--- config.mk ---
export PLATFORM = sky130hd
export DESIGN_NAME = dmem_arbiter
export DESIGN_NICKNAME = d
export VERILOG_FILES = /design/src/rtl/dmem_arbiter.sv
export SDC_FILE = /design/constraint.sdc
export NUM_CORES = 1
export LEC_CHECK = 0
export ABC_AREA = 1
export BUFFER_PORTS_ARGS = -buffer_cell sky130_fd_sc_hd__buf_4
export CORE_AREA = 4 4 89 91
export DETAILED_ROUTE_END_ITERATION = 8
export DIE_AREA = 0 0 93 95
export GPL_TIMING_DRIVEN = 0
export PLACE_DENSITY = 0.77
export SYNTH_ARGS = -nofsm -noshare
export SYNTH_HDL_FRONTEND = slang
export SYNTH_SLANG_ARGS = --single-unit
--- constraint.sdc ---
create_clock -name clock -period 1.46 [get_ports clock]
set_input_delay 0.073 -clock clock [delete_from_list [all_inputs] [get_ports clock]]
set_output_delay 0.073 -clock clock [all_outputs]
set_load 0.05 [all_outputs]
--- src/rtl/dmem_arbiter.sv ---
// dmem_arbiter
// Shares one single-port synchronous data RAM (one-cycle read latency) between
// the CPU dmem port and a secondary requester (e.g. a sprite/VGA fetch engine).
// The CPU has fixed priority. A starvation counter forces the secondary port
// through after MAX_WAIT consecutive blocked cycles, stalling the CPU for that
// single cycle.
//
// Ports:
//   clock, reset            system clock, asynchronous active-high reset
//   cpu_req/wren/addr/wdata CPU access request (held by the CPU while stalled)
//   cpu_rdata               CPU load data, cycle after a granted CPU read
//   cpu_stall               CPU access not taken this cycle
//   ext_req/wren/addr/wdata secondary request (held until ext_gnt)
//   ext_gnt                 secondary access taken this cycle
//   ext_rvalid/ext_rdata    secondary read return, cycle after a granted read
//   ram_wEn/addr/dataIn     RAM request side
//   ram_dataOut             RAM read data (registered inside the RAM)
module dmem_arbiter #(
    parameter int ADDR_W   = 12,
    parameter int DATA_W   = 32,
    parameter int MAX_WAIT = 4
) (
    input  logic              clock,
    input  logic              reset,
    input  logic              cpu_req,
    input  logic              cpu_wren,
    input  logic [ADDR_W-1:0] cpu_addr,
    input  logic [DATA_W-1:0] cpu_wdata,
    output logic [DATA_W-1:0] cpu_rdata,
    output logic              cpu_stall,
    input  logic              ext_req,
    input  logic              ext_wren,
    input  logic [ADDR_W-1:0] ext_addr,
    input  logic [DATA_W-1:0] ext_wdata,
    output logic              ext_gnt,
    output logic              ext_rvalid,
    output logic [DATA_W-1:0] ext_rdata,
    output logic              ram_wEn,
    output logic [ADDR_W-1:0] ram_addr,
    output logic [DATA_W-1:0] ram_dataIn,
    input  logic [DATA_W-1:0] ram_dataOut
);

    // Who owns the RAM read data coming back this cycle.
    typedef enum logic [1:0] {
        OWN_NONE   = 2'd0,
        OWN_CPU_RD = 2'd1,
        OWN_EXT_RD = 2'd2
    } owner_t;

    localparam logic [3:0] MAX_WAIT_C = 4'(MAX_WAIT);

    owner_t            owner_r;
    logic [3:0]        wait_cnt_r;
    logic [DATA_W-1:0] cpu_hold_r;

    logic force_s;
    logic cpu_win_s;
    logic ext_win_s;

    // Grant decision: CPU wins unless ext has starved for MAX_WAIT cycles.
    always_comb begin
        force_s   = (wait_cnt_r == MAX_WAIT_C);
        cpu_win_s = cpu_req & ~(ext_req & force_s);
        ext_win_s = ext_req & (~cpu_req | force_s);
    end

    // RAM request mux; an idle RAM sees all-zero address and data.
    always_comb begin
        ram_wEn    = 1'b0;
        ram_addr   = {ADDR_W{1'b0}};
        ram_dataIn = {DATA_W{1'b0}};
        if (cpu_win_s) begin
            ram_wEn    = cpu_wren;
            ram_addr   = cpu_addr;
            ram_dataIn = cpu_wdata;
        end else if (ext_win_s) begin
            ram_wEn    = ext_wren;
            ram_addr   = ext_addr;
            ram_dataIn = ext_wdata;
        end else begin
            ram_wEn    = 1'b0;
        end
    end

    // Handshake outputs towards both requesters.
    always_comb begin
        ext_gnt   = ext_win_s;
        cpu_stall = cpu_req & ext_win_s;
    end

    // Read return steering; the CPU sees its last load value between loads.
    always_comb begin
        if (owner_r == OWN_CPU_RD) begin
            cpu_rdata = ram_dataOut;
        end else begin
            cpu_rdata = cpu_hold_r;
        end
        ext_rvalid = (owner_r == OWN_EXT_RD);
        if (owner_r == OWN_EXT_RD) begin
            ext_rdata = ram_dataOut;
        end else begin
            ext_rdata = {DATA_W{1'b0}};
        end
    end

    // Owner tracking, CPU load-data hold and starvation counter.
    always_ff @(posedge clock or posedge reset) begin
        if (reset) begin
            owner_r    <= OWN_NONE;
            wait_cnt_r <= 4'd0;
            cpu_hold_r <= {DATA_W{1'b0}};
        end else begin
            // Only reads produce a return next cycle; writes and idle do not.
            if (cpu_win_s && !cpu_wren) begin
                owner_r <= OWN_CPU_RD;
            end else if (ext_win_s && !ext_wren) begin
                owner_r <= OWN_EXT_RD;
            end else begin
                owner_r <= OWN_NONE;
            end

            if (owner_r == OWN_CPU_RD) begin
                cpu_hold_r <= ram_dataOut;
            end else begin
                cpu_hold_r <= cpu_hold_r;
            end

            // A grant or a withdrawn request restarts the starvation count.
            if (ext_req && !ext_win_s) begin
                if (wait_cnt_r < MAX_WAIT_C) begin
                    wait_cnt_r <= wait_cnt_r + 4'd1;
                end else begin
                    wait_cnt_r <= wait_cnt_r;
                end
            end else begin
                wait_cnt_r <= 4'd0;
            end
        end
    end

endmodule

==> results.toml <==
[die]
fp.dieW_um = 93
core_um2 = 7140
io_pins = 238
start_util_pct = 34.1
rows = 31
die_y_um = 95
die_area_um2 = 8840

[timing]
fmax_ghz = 0.516
period_minus_slack_ns = 1.94
tns_ns = -29.80
maxSlewViolCount = 0
finalHoldViolCount = 0
finalSetupViolCount = 111
clock_skew_ns = 0.0167
tightest_slew_ns = 0.676
timing.hold.ws_ns = 0.131
setup_ws_ns = -0.477
rsz0062_at_grt = "true"
fin_crit_sh_pct = 133
relSlewSlack_pct = 54.9

[logic_synthesis]
synth_top_family_by_area = "simple AND/OR/NAND/NOR gates"
synth_top_area_share_pct = 39.0
synth_top_cell_by_area = "dfrtp_1"
synth_cell_types = 17
muxShareOfSynthArea_pct = 0
ys_seq_elements = 38
yosys.area_share.xor_xnor_pct = 0
syn_area_per_cell_um2 = 6.66
synthAdderAreaFrac_pct = 1.03
ys_warn_count = 0
synth_compound_area_share_pct = 6.78
yosys.area_share.simple_pct = 39.5
synth_seq_area_share_pct = 39.0
ys_top_cells_by_area = "dfrtp_1 39%, nand3_1 19%, nand2_1 13%"
synthCells = 366
netlist_area_um2 = 2440
syn_nets = 494

[final_layout]
area_growth_pct = 179
final_cell_mix = "143 x buf_4, 76 x buf_6, 57 x nand2_2"
multi_input_area_um2 = 2250
drive_above_1_share_pct = 75.0
nets = 779
utilization_pct = 95.4
regArea_um2 = 952
final_area_um2 = 6810
fill_cells = 170
layout_commonest_cell = "buf_4"
diodes = 0

[hold_path]
min_path_type = "in -> reg"
hold_path.startpoint = "ram_dataOut[29]"
holdPathStages = 3

[route]
drc_errors = 0
wl_per_cell_um = 25.1
antenna_left = 0
wl_um = 18800
drtPass1Iterations = 5
vias = 4227
routed_via_density = 5.63
drt-initial-drc-count = 264

[critical_path]
r2r-start = "wait_cnt_r[0]$_DFFE_PP0P_"
critPathMaxFanout = 10
required_ns = 1.39
crit_start = "wait_cnt_r[1]$_DFFE_PP0P_"
end_kind = "primary output"
arrival_ns = 1.86
reg2reg_depth = 8
cp-start-kind = "register"
critical_path_class = "reg -> out"

[placed_design]
post-dp-hpwl_um = 8940
dp_slack_ns = -0.321
io_buffers = 236
place_congestion = 0.848
dpl-instance-area_um2 = 4900

[global_route]
overflow = 0
grt_pass1_wl_um = 20600
grt_max_degree = 26
antenna_found_initial = 0
grt_pass1_vias = 4025
gr-usage-all-layers_pct = 29.8

[power]
switching_power_mw = 2.41
combPwrFrac_pct = 59.8
power_frac_seq_pct = 24.5
switching_share_pct = 46.2
irDropWorstVdd_uv = 515
p_clk_share_pct = 15.6
p_leak_nw = 3.34
p_int_mw = 2.81
power_density_nw_per_um2 = 768

[clock_network]
cts_max_level = 2
cts_buffers = 5
clockBufferDepth = 2
clock-sinks = 38
cts_tree = "built"
root_buffer = "clkbuf_8"
clkLatencyLatePin_ns = 0.31
clk_pin_slew_ns = 0.09

[status]
violations = "negative setup slack"
status = "complete, but fails checks"

[flow_run]
cap_violations = 0
[path summary, 6_finish.rpt]
kind / slack (ns) / endpoint
hold / removal: 0.13 / cpu_hold_r[29]$_DFF_PP0_
min in group asynchronous: 0.48 / cpu_hold_r[13]$_DFF_PP0_
hold reg to reg: 0.51 / cpu_hold_r[11]$_DFF_PP0_
setup / recovery: -0.48 / ram_dataIn[12]
max in group asynchronous: 0.41 / cpu_hold_r[7]$_DFF_PP0_
setup reg to reg: 0.02 / owner_r[1]$_DFF_PP0_
[registers in the layout, indices dropped and copies added (netlist names)]
name,count
cpu_hold_r,32
wait_cnt_r,4
owner_r,2
[cell families (layout without fill, tap and decap cells)]
family | after synthesis | after routing
flops | 38 | 38
simple gates | 221 | 225
fa+ha+maj | 2 | 2
buf+inv | 72 | 354
compound gates | 33 | 33
[metal layers]
layer	track usage [%]	vias to the layer above	wire, um
met5	0	-	0
met4	14.2	0	1580
met3	9.32	124	1830
met2	54.3	376	9370
met1	31.0	1977	6040
li1	-	1750	-
[worst max-delay path: stages (launching register included)]
cell	delay (ns)
dfrtp_1	0.40
inv_2	0.07
ha_4	0.18
nand4_1	0.12
buf_6	0.16
buf_6	0.15
nand3_1	0.15
nand2_2	0.16
buf_6	0.17
[synthesized netlist by cell type, drive strengths merged]
cell type  number
nand3          92
dfrtp          38
buf            24
nand4           2
nor2           43
a21oi           1
inv            43
clkbuf          5
o21ai          32
nand2          84
ha              2
[final cells by class]
cell class,instances,share of cell area [%]
buffer,27,4.52
clock buffer,6,1.21
clock inverter,2,0.184
inverter,43,2.46
multi-input combinational,260,33.1
sequential,38,14.0
tap,99,1.82
timing repair buffer,276,42.7
[power groups by stage]
stage | clock network [mW] | registers, mW | logic, mW
after floorplan | 0 | 1.24 | 1.50
after global placement | 0 | 1.24 | 2.25
after detailed placement | 0 | 1.24 | 2.29
after CTS | 0.759 | 1.22 | 2.72
after global routing | 0.835 | 1.29 | 3.21
final | 0.817 | 1.28 | 3.13
[through the flow]
step	total power, mW	cells
detailed placement	3.53	702
global route	5.33	751
global placement	3.49	701
finish	5.23	751
CTS	4.70	739
floorplan	2.74	366
[repair_timing]
action	in CTS	in global routing
resized for setup	224	115
pin swaps	18	19
setup endpoints to repair	139	112
buffers inserted	17	9
gates cloned	9	8
hold buffers	3	0
hold endpoints to repair	15	0
No activity file was read; power rests on OpenSTA's default activity.
